`src/rtl/digitizer_spi_pkg.sv`:
```
// Shared frame geometry and FSM state encoding for the digitizer SPI register target.
package digitizer_spi_pkg;

  localparam int INSTR_BITS = 16;
  localparam int DATA_BITS  = 8;
  localparam int ADDR_W     = 13;
  localparam int FRAME_BITS = INSTR_BITS + DATA_BITS;

  typedef enum logic [2:0] {
    IDLE,
    INSTR,
    WDATA,
    RDATA,
    DONE
  } spi_state_e;

endpackage

```
`src/rtl/spi_sync3.sv`:
```
// Two-flop synchronizer plus one history flop, so edges can be taken from the last two stages.
module spi_sync3 #(
  parameter logic RST_VAL = 1'b0
) (
  input  logic clk,
  input  logic rst_n,
  input  logic din,
  output logic sync_o,
  output logic hist_o
);

  logic meta_q, sync_q, hist_q;

  always_ff @(posedge clk or negedge rst_n) begin
    if (!rst_n) begin
      meta_q <= RST_VAL;
      sync_q <= RST_VAL;
      hist_q <= RST_VAL;
    end else begin
      meta_q <= din;
      sync_q <= meta_q;
      hist_q <= sync_q;
    end
  end

  assign sync_o = sync_q;
  assign hist_o = hist_q;

endmodule

```
`src/rtl/adc_spi_target.sv`:
```
// SPI mode-0 register target for an llspi-style initiator: 16-bit instruction, 8 data bits,
// oversampled in the clk domain with registered edge pulses.
module adc_spi_target
  import digitizer_spi_pkg::*;
#(
  parameter int         NREG    = 16,
  parameter logic [7:0] CHIP_ID = 8'h8B
) (
  input  logic                clk,
  input  logic                rst_n,
  input  logic                sclk,
  input  logic                csb,
  input  logic                sdio_in,
  output logic                sdo,
  output logic                sdo_oe,
  output logic                wr_stb,
  output logic [ADDR_W-1:0]   wr_addr,
  output logic [7:0]          wr_data,
  output logic [8*NREG-1:0]   regs_flat,
  output logic                xfer_err
);

  localparam int SHIFT_W = ADDR_W + DATA_BITS;
  localparam int IDX_W   = (NREG > 1) ? $clog2(NREG) : 1;
  localparam logic [4:0] CNT_INSTR = 5'(INSTR_BITS);
  localparam logic [4:0] CNT_FRAME = 5'(FRAME_BITS);
  localparam logic [ADDR_W-1:0] NREG_A  = ADDR_W'(NREG);
  localparam logic [ADDR_W-1:0] ID_ADDR = ADDR_W'(1);

  logic sclk_s, sclk_h, csb_s, csb_h, sdio_s, sdio_h_unused;

  spi_sync3 #(.RST_VAL(1'b0)) u_sync_sclk (.clk(clk), .rst_n(rst_n), .din(sclk),
                                           .sync_o(sclk_s), .hist_o(sclk_h));
  spi_sync3 #(.RST_VAL(1'b1)) u_sync_csb  (.clk(clk), .rst_n(rst_n), .din(csb),
                                           .sync_o(csb_s), .hist_o(csb_h));
  spi_sync3 #(.RST_VAL(1'b0)) u_sync_sdio (.clk(clk), .rst_n(rst_n), .din(sdio_in),
                                           .sync_o(sdio_s), .hist_o(sdio_h_unused));

  logic sclk_rise_d, sclk_rise_q, sclk_fall_d, sclk_fall_q;
  logic csb_rise_d, csb_rise_q, csb_fall_d, csb_fall_q;
  logic sdio_bit_d, sdio_bit_q;

  spi_state_e          state_d, state_q;
  logic [4:0]          cnt_d, cnt_q;
  logic [SHIFT_W-1:0]  shift_d, shift_q;
  logic [7:0]          rdata_d, rdata_q;
  logic                sdo_d, sdo_q, sdo_oe_d, sdo_oe_q;
  logic                wr_stb_d, wr_stb_q, xfer_err_d, xfer_err_q;
  logic [ADDR_W-1:0]   wr_addr_d, wr_addr_q;
  logic [7:0]          wr_data_d, wr_data_q;
  logic [7:0]          regs_d [NREG];
  logic [7:0]          regs_q [NREG];

  logic [7:0]          rd_val;
  logic [ADDR_W-1:0]   cm_addr;
  logic [7:0]          cm_data;

  always_comb begin
    sclk_rise_d = sclk_s & ~sclk_h;
    sclk_fall_d = ~sclk_s & sclk_h;
    csb_rise_d  = csb_s & ~csb_h;
    csb_fall_d  = ~csb_s & csb_h;
    sdio_bit_d  = sdio_s;
  end

  // Instruction view of the shifter is valid at the INSTR exit, frame view at the commit.
  always_comb begin
    rd_val  = 8'h00;
    cm_addr = shift_q[SHIFT_W-1:DATA_BITS];
    cm_data = shift_q[DATA_BITS-1:0];
    if (shift_q[ADDR_W-1:0] == ID_ADDR) begin
      rd_val = CHIP_ID;
    end else if (shift_q[ADDR_W-1:0] < NREG_A) begin
      rd_val = regs_q[shift_q[IDX_W-1:0]];
    end
  end

  always_comb begin
    state_d    = state_q;
    cnt_d      = cnt_q;
    shift_d    = shift_q;
    rdata_d    = rdata_q;
    sdo_d      = sdo_q;
    sdo_oe_d   = sdo_oe_q;
    wr_stb_d   = 1'b0;
    wr_addr_d  = wr_addr_q;
    wr_data_d  = wr_data_q;
    xfer_err_d = xfer_err_q;
    regs_d     = regs_q;

    if (sclk_rise_q && (state_q == INSTR || state_q == WDATA || state_q == RDATA)) begin
      if (cnt_q != CNT_FRAME) cnt_d = cnt_q + 5'd1;
      if (state_q != RDATA) shift_d = {shift_q[SHIFT_W-2:0], sdio_bit_q};
    end

    // csb release outranks every other event, including a same-cycle final sclk edge.
    if (csb_rise_q && state_q != IDLE) begin
      state_d  = IDLE;
      sdo_d    = 1'b0;
      sdo_oe_d = 1'b0;
      if (state_q != DONE) xfer_err_d = 1'b1;
    end else begin
      case (state_q)
        IDLE: begin
          if (csb_fall_q) begin
            state_d    = INSTR;
            cnt_d      = 5'd0;
            xfer_err_d = 1'b0;
          end
        end
        INSTR: begin
          if (cnt_q == CNT_INSTR) begin
            state_d = shift_q[INSTR_BITS-1] ? RDATA : WDATA;
            rdata_d = rd_val;
          end
        end
        WDATA: begin
          if (cnt_q == CNT_FRAME) begin
            state_d   = DONE;
            wr_stb_d  = 1'b1;
            wr_addr_d = cm_addr;
            wr_data_d = cm_data;
            if (cm_addr < NREG_A && cm_addr != ID_ADDR) regs_d[cm_addr[IDX_W-1:0]] = cm_data;
          end
        end
        RDATA: begin
          if (sclk_fall_q && cnt_q < CNT_FRAME) begin
            sdo_oe_d = 1'b1;
            sdo_d    = rdata_q[7];
            rdata_d  = {rdata_q[6:0], 1'b0};
          end
          if (cnt_q == CNT_FRAME) state_d = DONE;
        end
        default: ;
      endcase
    end
  end

  always_ff @(posedge clk or negedge rst_n) begin
    if (!rst_n) begin
      sclk_rise_q <= 1'b0;
      sclk_fall_q <= 1'b0;
      csb_rise_q  <= 1'b0;
      csb_fall_q  <= 1'b0;
      sdio_bit_q  <= 1'b0;
      state_q     <= IDLE;
      cnt_q       <= 5'd0;
      shift_q     <= '0;
      rdata_q     <= 8'h00;
      sdo_q       <= 1'b0;
      sdo_oe_q    <= 1'b0;
      wr_stb_q    <= 1'b0;
      wr_addr_q   <= '0;
      wr_data_q   <= 8'h00;
      xfer_err_q  <= 1'b0;
      regs_q      <= '{default: 8'h00};
    end else begin
      sclk_rise_q <= sclk_rise_d;
      sclk_fall_q <= sclk_fall_d;
      csb_rise_q  <= csb_rise_d;
      csb_fall_q  <= csb_fall_d;
      sdio_bit_q  <= sdio_bit_d;
      state_q     <= state_d;
      cnt_q       <= cnt_d;
      shift_q     <= shift_d;
      rdata_q     <= rdata_d;
      sdo_q       <= sdo_d;
      sdo_oe_q    <= sdo_oe_d;
      wr_stb_q    <= wr_stb_d;
      wr_addr_q   <= wr_addr_d;
      wr_data_q   <= wr_data_d;
      xfer_err_q  <= xfer_err_d;
      regs_q      <= regs_d;
    end
  end

  for (genvar k = 0; k < NREG; k++) begin : g_flat
    assign regs_flat[8*k +: 8] = regs_q[k];
  end

  assign sdo      = sdo_q;
  assign sdo_oe   = sdo_oe_q;
  assign wr_stb   = wr_stb_q;
  assign wr_addr  = wr_addr_q;
  assign wr_data  = wr_data_q;
  assign xfer_err = xfer_err_q;

endmodule

```
`config.mk`:
```
export PLATFORM = sky130hd
export DESIGN_NAME = adc_spi_target
export DESIGN_NICKNAME = d
export VERILOG_FILES = /design/src/rtl/digitizer_spi_pkg.sv /design/src/rtl/spi_sync3.sv /design/src/rtl/adc_spi_target.sv
export SDC_FILE = /design/constraint.sdc
export NUM_CORES = 1
export LEC_CHECK = 0
export CELL_PAD_IN_SITES_DETAIL_PLACEMENT = 1
export CELL_PAD_IN_SITES_GLOBAL_PLACEMENT = 2
export CORE_MARGIN = 3
export CORE_UTILIZATION = 36
export DETAILED_ROUTE_END_ITERATION = 10
export PLACE_DENSITY_LB_ADDON = 0.05
export SKIP_LAST_GASP = 1
export SLEW_MARGIN = 20
export SYNTH_ARGS = -nofsm -noshare
export SYNTH_HDL_FRONTEND = slang
export SYNTH_SLANG_ARGS = --single-unit
```
`constraint.sdc`:
```
create_clock -name clk -period 3.3 [get_ports clk]
set_input_delay 0.825 -clock clk [delete_from_list [all_inputs] [get_ports clk]]
set_output_delay 0.825 -clock clk [all_outputs]
set_load 0.05 [all_outputs]
```
After elaboration in Yosys (flattened, before gate mapping)

Index checks and enable logic that the tools add are counted.

Output and inout bits: 153
Memories kept: 0
Word-level logic and storage cells: 131
Register bits after elaboration: 203
Bits in latches: 0
Bits in writable memories: 0
Bits in read-only memories: 0
Input port bits: 5

Bitwise logic cells: 11
Add/subtract/negate cells: 1
Divide/modulo/power cells: 0
Multiply operators: 0
Reductions and logical operators: 23
Muxes and demuxes: 35
Equal/unequal tests: 16
Shift operators: 0
Magnitude comparators: 6

Operator list:

| kind                | count |
|---|---|
| $bwmux 128          | 1 |
| $mux 8              | 7 |
| $bmux 8 s4          | 1 |
| $demux 8 s4         | 1 |
| $lt 13x5->1 const B | 2 |
| $mux 5              | 5 |
| $pmux 8 s2          | 1 |
| $mux 1              | 14 |
| $eq 13x1->1 const B | 1 |
| $ne 13x1->1 const B | 1 |
| $mux 3              | 4 |
| $reduce_and 4->1    | 3 |
| $eq 5x5->1 const B  | 2 |
| $ge 5x5->1 const B  | 2 |
| $not 4->5           | 2 |
| $reduce_bool 2->1   | 5 |
| $pmux 3 s3          | 1 |
| $eq 3x2->1 const B  | 2 |
| $ne 2x1->1 const B  | 3 |
| $ne 3x1->1 const B  | 2 |
| $ne 3x3->1 const B  | 2 |
| $reduce_and 3->1    | 2 |
| $add 5x1->5 const B | 1 |
| $logic_and 1x1->1   | 5 |
| other kinds (13)    | 22 |

Logic depth before layout (Yosys ltp)

Depth in word-level cells: 8
Depth in mapped cells: 8
Depth with buffers taken out: 7

Hierarchy

From an unflattened synthesis, not the netlist that was laid out.

Cells, all modules: 652
Area total of the unflattened synthesis: 9021.2 sq um

Modules (own cells, without submodules):

| module                       | instances | area each (sq um) | seq. area each (sq um) | cells each |
|---|---|---|---|---|
| adc_spi_target               | 1         | 8792.2            | 4879.7                 | 643 |
| spi_sync3 at u_sync_sclk ... | 2         | 75.1              | 75.1                   | 3 |
| spi_sync3 at u_sync_csb      | 1         | 78.8              | 78.8                   | 3 |

Worst setup path after synthesis

Ideal clock, no wire load.

Path kind: register to register
Start: register state_q[0]
End: register regs_q (netlist bit regs_flat[120])
Path buffers: 1
Path slack: 850 ps
Library setup time: 125 ps
Data required time: 3175 ps
Stages on the path, launching flop included: 7
Arrival time: 2325 ps
Path through: dfrtp_1 > clkbuf_1 > or4b_1 > nor4_4 > nand4_2 > nor2_2 > mux2_2

Longest elaborated chain between the ends: 4
Elaborated cells on any way between the ends: 5

RTL lines:

| item                           | line                  | text |
|---|---|---|
| start: declaration             | adc_spi_target.sv:43  | `spi_state_e state_d, state_q;` |
| start signal: assignment       | adc_spi_target.sv:163 | `state_q <= state_d;` |
| $reduce_bool 3->1              | adc_spi_target.sv:97  | `if (csb_rise_q && state_q != IDLE) begin` |
| $logic_and 1x1->1              | adc_spi_target.sv:97  |  |
| $not 1->1 (no line)            | -                     |  |
| $reduce_and 4->1 (no line) (*) | -                     |  |
| end signal: assignment         | adc_spi_target.sv:173 | `regs_q <= regs_d;` |
| end: declaration               | adc_spi_target.sv:52  | `logic [7:0] regs_q [NREG];` |

Every way passes the cells marked *; elsewhere a longest branch is shown, timed or not.
A chain may end at the register's enable or synchronous reset.

Worst setup path in the final report

Start: register state_q[1]
End: register regs_q (netlist bit regs_flat[107])

The elaborated chain is that of the path after synthesis.

==> key figures <==
Setup path
  • Worst path arrival time: 3.36 ns
  • CP Max Fanout: 13
  • Buf/Inv on CP: 0
  • Max stage delay on crit path: 0.67 ns
  • Type of origin of the critical path: flip-flop
  • R2R depth: 5
  • Critical path, cell by cell: or4b_1, nor4_4, nand4_2, nor2_2, mux2_2
  • Crit Path Category: reg2reg
  • WP depth: 5
  • Crit-path slowest cell: nor2_2
  • Kind of cell adding the most delay to the critical path: simple AND/OR/NAND/NOR gates
  • Endpoint class of the critical path: flip-flop
  • Required time worst endpoint: 3.68 ns

Routing
  • DR vias: 5765
  • Wire per inst: 23.2 um
  • Iter 0 DRT Violations: 281
  • DRC: 0
  • Vias per cell: 5.17
  • Total Wirelength: 25800 um
  • Drt first pass iters: 4
  • DRT antenna net count: 0

Placed design
  • Worst slack, placed: 0.335 ns
  • Area of placed instances: 0.0108 mm2
  • Routability cong.: 0.788
  • Placed Cells: 1076
  • DPL Wire Length: 17900 um
  • Port Buf Inserts: 157

Finish
  • Fraction of layout cells with a size suffix above 1: 31.0%
  • Register area: 0.00509 mm2
  • Multi-input logic area: 0.00358 mm2
  • Fin nets: 789
  • Final Cell Area: 0.0115 mm2
  • Post-Layout Cell Count: 1115
  • Layout area overhead: 29.8%
  • Diode count: 0
  • Fillers: 2420

Power
  • Internal power: 0.00446 W
  • PwrDens: 559 mW/mm2
  • Leak Pwr: 5.34 nW
  • Net Sw Frac: 30.8%
  • Worst IR Drop VDD: 0.000331 V
  • Comb pwr share: 15.8%
  • Total power: 0.00644 W
  • NetSw: 0.00199 W
  • Register share of total power: 46.1%
  • Clock share of power: 38.1%

Timing
  • Fmax: 336 MHz
  • Min setup slack post-route: 0.323 ns
  • Final setup fails: 0
  • Minimum clock period after layout: 2.98 ns
  • Slew HR: 45.3%
  • Max-slew violations: 0
  • Worst-Margin Slew: 0.820 ns
  • RSZ-0062 raised after global routing: no
  • Final Hold Violating Endpoints: 0
  • Final Skew: 0.00832 ns
  • Final Cycle Share: 90.2%
  • Setup TNS Final: 0 ns

Clocking
  • Max clock buf depth: 3
  • H-tree depth: 1
  • Num CTS Buffers: 23
  • Clock Pin Slew Worst Setup and Hold Paths: 0.06 ns
  • TritonCTS clock tree: built
  • Postcts setup bufs: 0
  • Hold_buf cts: 0
  • Post-cts sizing count: 0
  • Clock latency on the worst-skew pair: 0.50 ns
  • Clock Sinks: 203
  • Clock tree root driver cell: clkbuf_16

GRT
  • Vias in the first global route: 6481
  • Gr ovfl total: 0
  • First-pass GRT wire length: 40700 um
  • Largest net degree at the start of global routing: 68
  • GRT Util Overall: 19.9%
  • Antenna violations before repair: 0

Status
  • Status: complete, no violations

Synth
  • Synthesized Nets: 641
  • Most frequent cells after synthesis: 200 x dfrtp_1, 136 x mux2_2, 79 x nand2_1, 40 x clkbuf_1, 32 x mux4_2
  • Mapped Cells: 634
  • Mapped Area: 0.00888 mm2
  • Syn avg cell area: 14.0 um2
  • Area leader, netlist: dfrtp_1
  • Area contributors post-synth: dfrtp_1 56%, mux2_2 17%, mux4_2 8.1%
  • Yosys warning total: 0
  • Unique masters post-synth: 51
  • Dominant synthesized flop cell: dfrtp_1
  • Register area share after synthesis: 57.3%
  • Post-synth EDFFs: 0
  • Ys async rst share: 100%
  • Synthesis-stage register bit count: 203
  • Synth top area share: 56.4%
  • Most frequent cell after synthesis: dfrtp_1

Floorplan
  • Initial Util: 37.3%
  • Die area: 0.0266 mm2
  • Die Wd: 163 um
  • Core area: 0.0238 mm2
  • Site Rows: 56
  • Die Y: 163 um
  • Io pins: 158

Min path
  • Hold Crit Class: in2async

Job
  • Max-Cap Viols: 0
flip-flops by register name, indices dropped and copies added, names as in the netlist, 3 cells and up:
register   cells
regs_flat    128
shift_q       21
wr_addr       13
rdata_q        8
wr_data        8
cnt_q          5
state_q        3
power by group through the flow:
| stage | clock network [W] | registers (W) | logic (W) |
|---|---|---|---|
| floorplan | 0 | 0.00270 | 0.000897 |
| global placement | 0 | 0.00301 | 0.00101 |
| detailed placement | 0 | 0.00302 | 0.00103 |
| CTS | 0.00253 | 0.00297 | 0.00103 |
| global route | 0.00264 | 0.00301 | 0.00111 |
| finish | 0.00246 | 0.00297 | 0.00102 |
per-layer routing:
| metal | vias to the layer above | share of wire (%) | track usage (%) |
|---|---|---|---|
| met1 | 3062 | 44 | 26.4 |
| met4 | 0 | 1.8 | 4.00 |
| met3 | 28 | 3.9 | 3.60 |
| met2 | 117 | 51 | 34.3 |
| met5 | - | 0 | 0 |
| li1 | 2558 | - | - |
cell families after synthesis:
logic type,count (synthesis),share of synthesized area [%]
DFF,203,57.3
muxes,189,27.8
and+or+nand+nor,149,9.30
buffers and inverters,55,2.37
AOI/OAI and AO/OA,33,2.64
xor gates and xnor gates,3,0.296
adders and majority gates,2,0.282
placed cells by master (no fill, tap or decap), drive strengths merged, types with 3 or more instances in the layout:
cell | Yosys | layout
a21oi | 6 | 6
a32oi | 4 | 4
buf | 8 | 14
clkbuf | 40 | 31
clkdlybuf4s50 | 0 | 156
clkinv | 0 | 7
dfrtp | 200 | 200
dfstp | 3 | 3
inv | 7 | 7
mux2 | 143 | 143
mux2i | 14 | 14
mux4 | 32 | 32
nand2 | 79 | 79
nand3 | 4 | 4
nand4 | 4 | 4
nand4b | 3 | 3
nor2 | 31 | 31
nor2b | 5 | 5
nor3b | 3 | 3
nor4 | 8 | 8
o21ai | 7 | 7
final cells by class:
type                            instances  share of cell area (%)
Timing Repair Buffer                  171                    14.8
Multi-Input combinational cell        376                    31.1
Sequential cell                       203                    44.1
Inverter                                7                   0.228
Tap cell                              319                    3.46
Clock buffer                           30                    5.57
Clock inverter                          9                   0.695
through the flow:
| stage | hold slack (ns) | util (%) |
|---|---|---|
| after floorplan | 0.331 | - |
| after global placement | 0.339 | 45.3 |
| after detailed placement | 0.336 | 45.3 |
| after CTS | 0.279 | 48.4 |
| after global routing | 0.300 | 48.4 |
| final | 0.277 | 48.4 |
path summary, 6_finish.rpt:
kind	from	endpoint	slack [ns]
max in group asynchronous	rst_n	regs_flat[50]	2.20
worst min-delay path	rst_n	wr_addr[12]	0.28
worst max-delay path	state_q[1]	regs_flat[107]	0.32
worst min register to register	u_sync_sdio.meta_q	u_sync_sdio.sync_o	0.35
worst max register to register	state_q[1]	regs_flat[107]	0.32
min in group clk	u_sync_sdio.meta_q	u_sync_sdio.sync_o	0.35
Note: power is estimated with default switching activity, not from simulation.
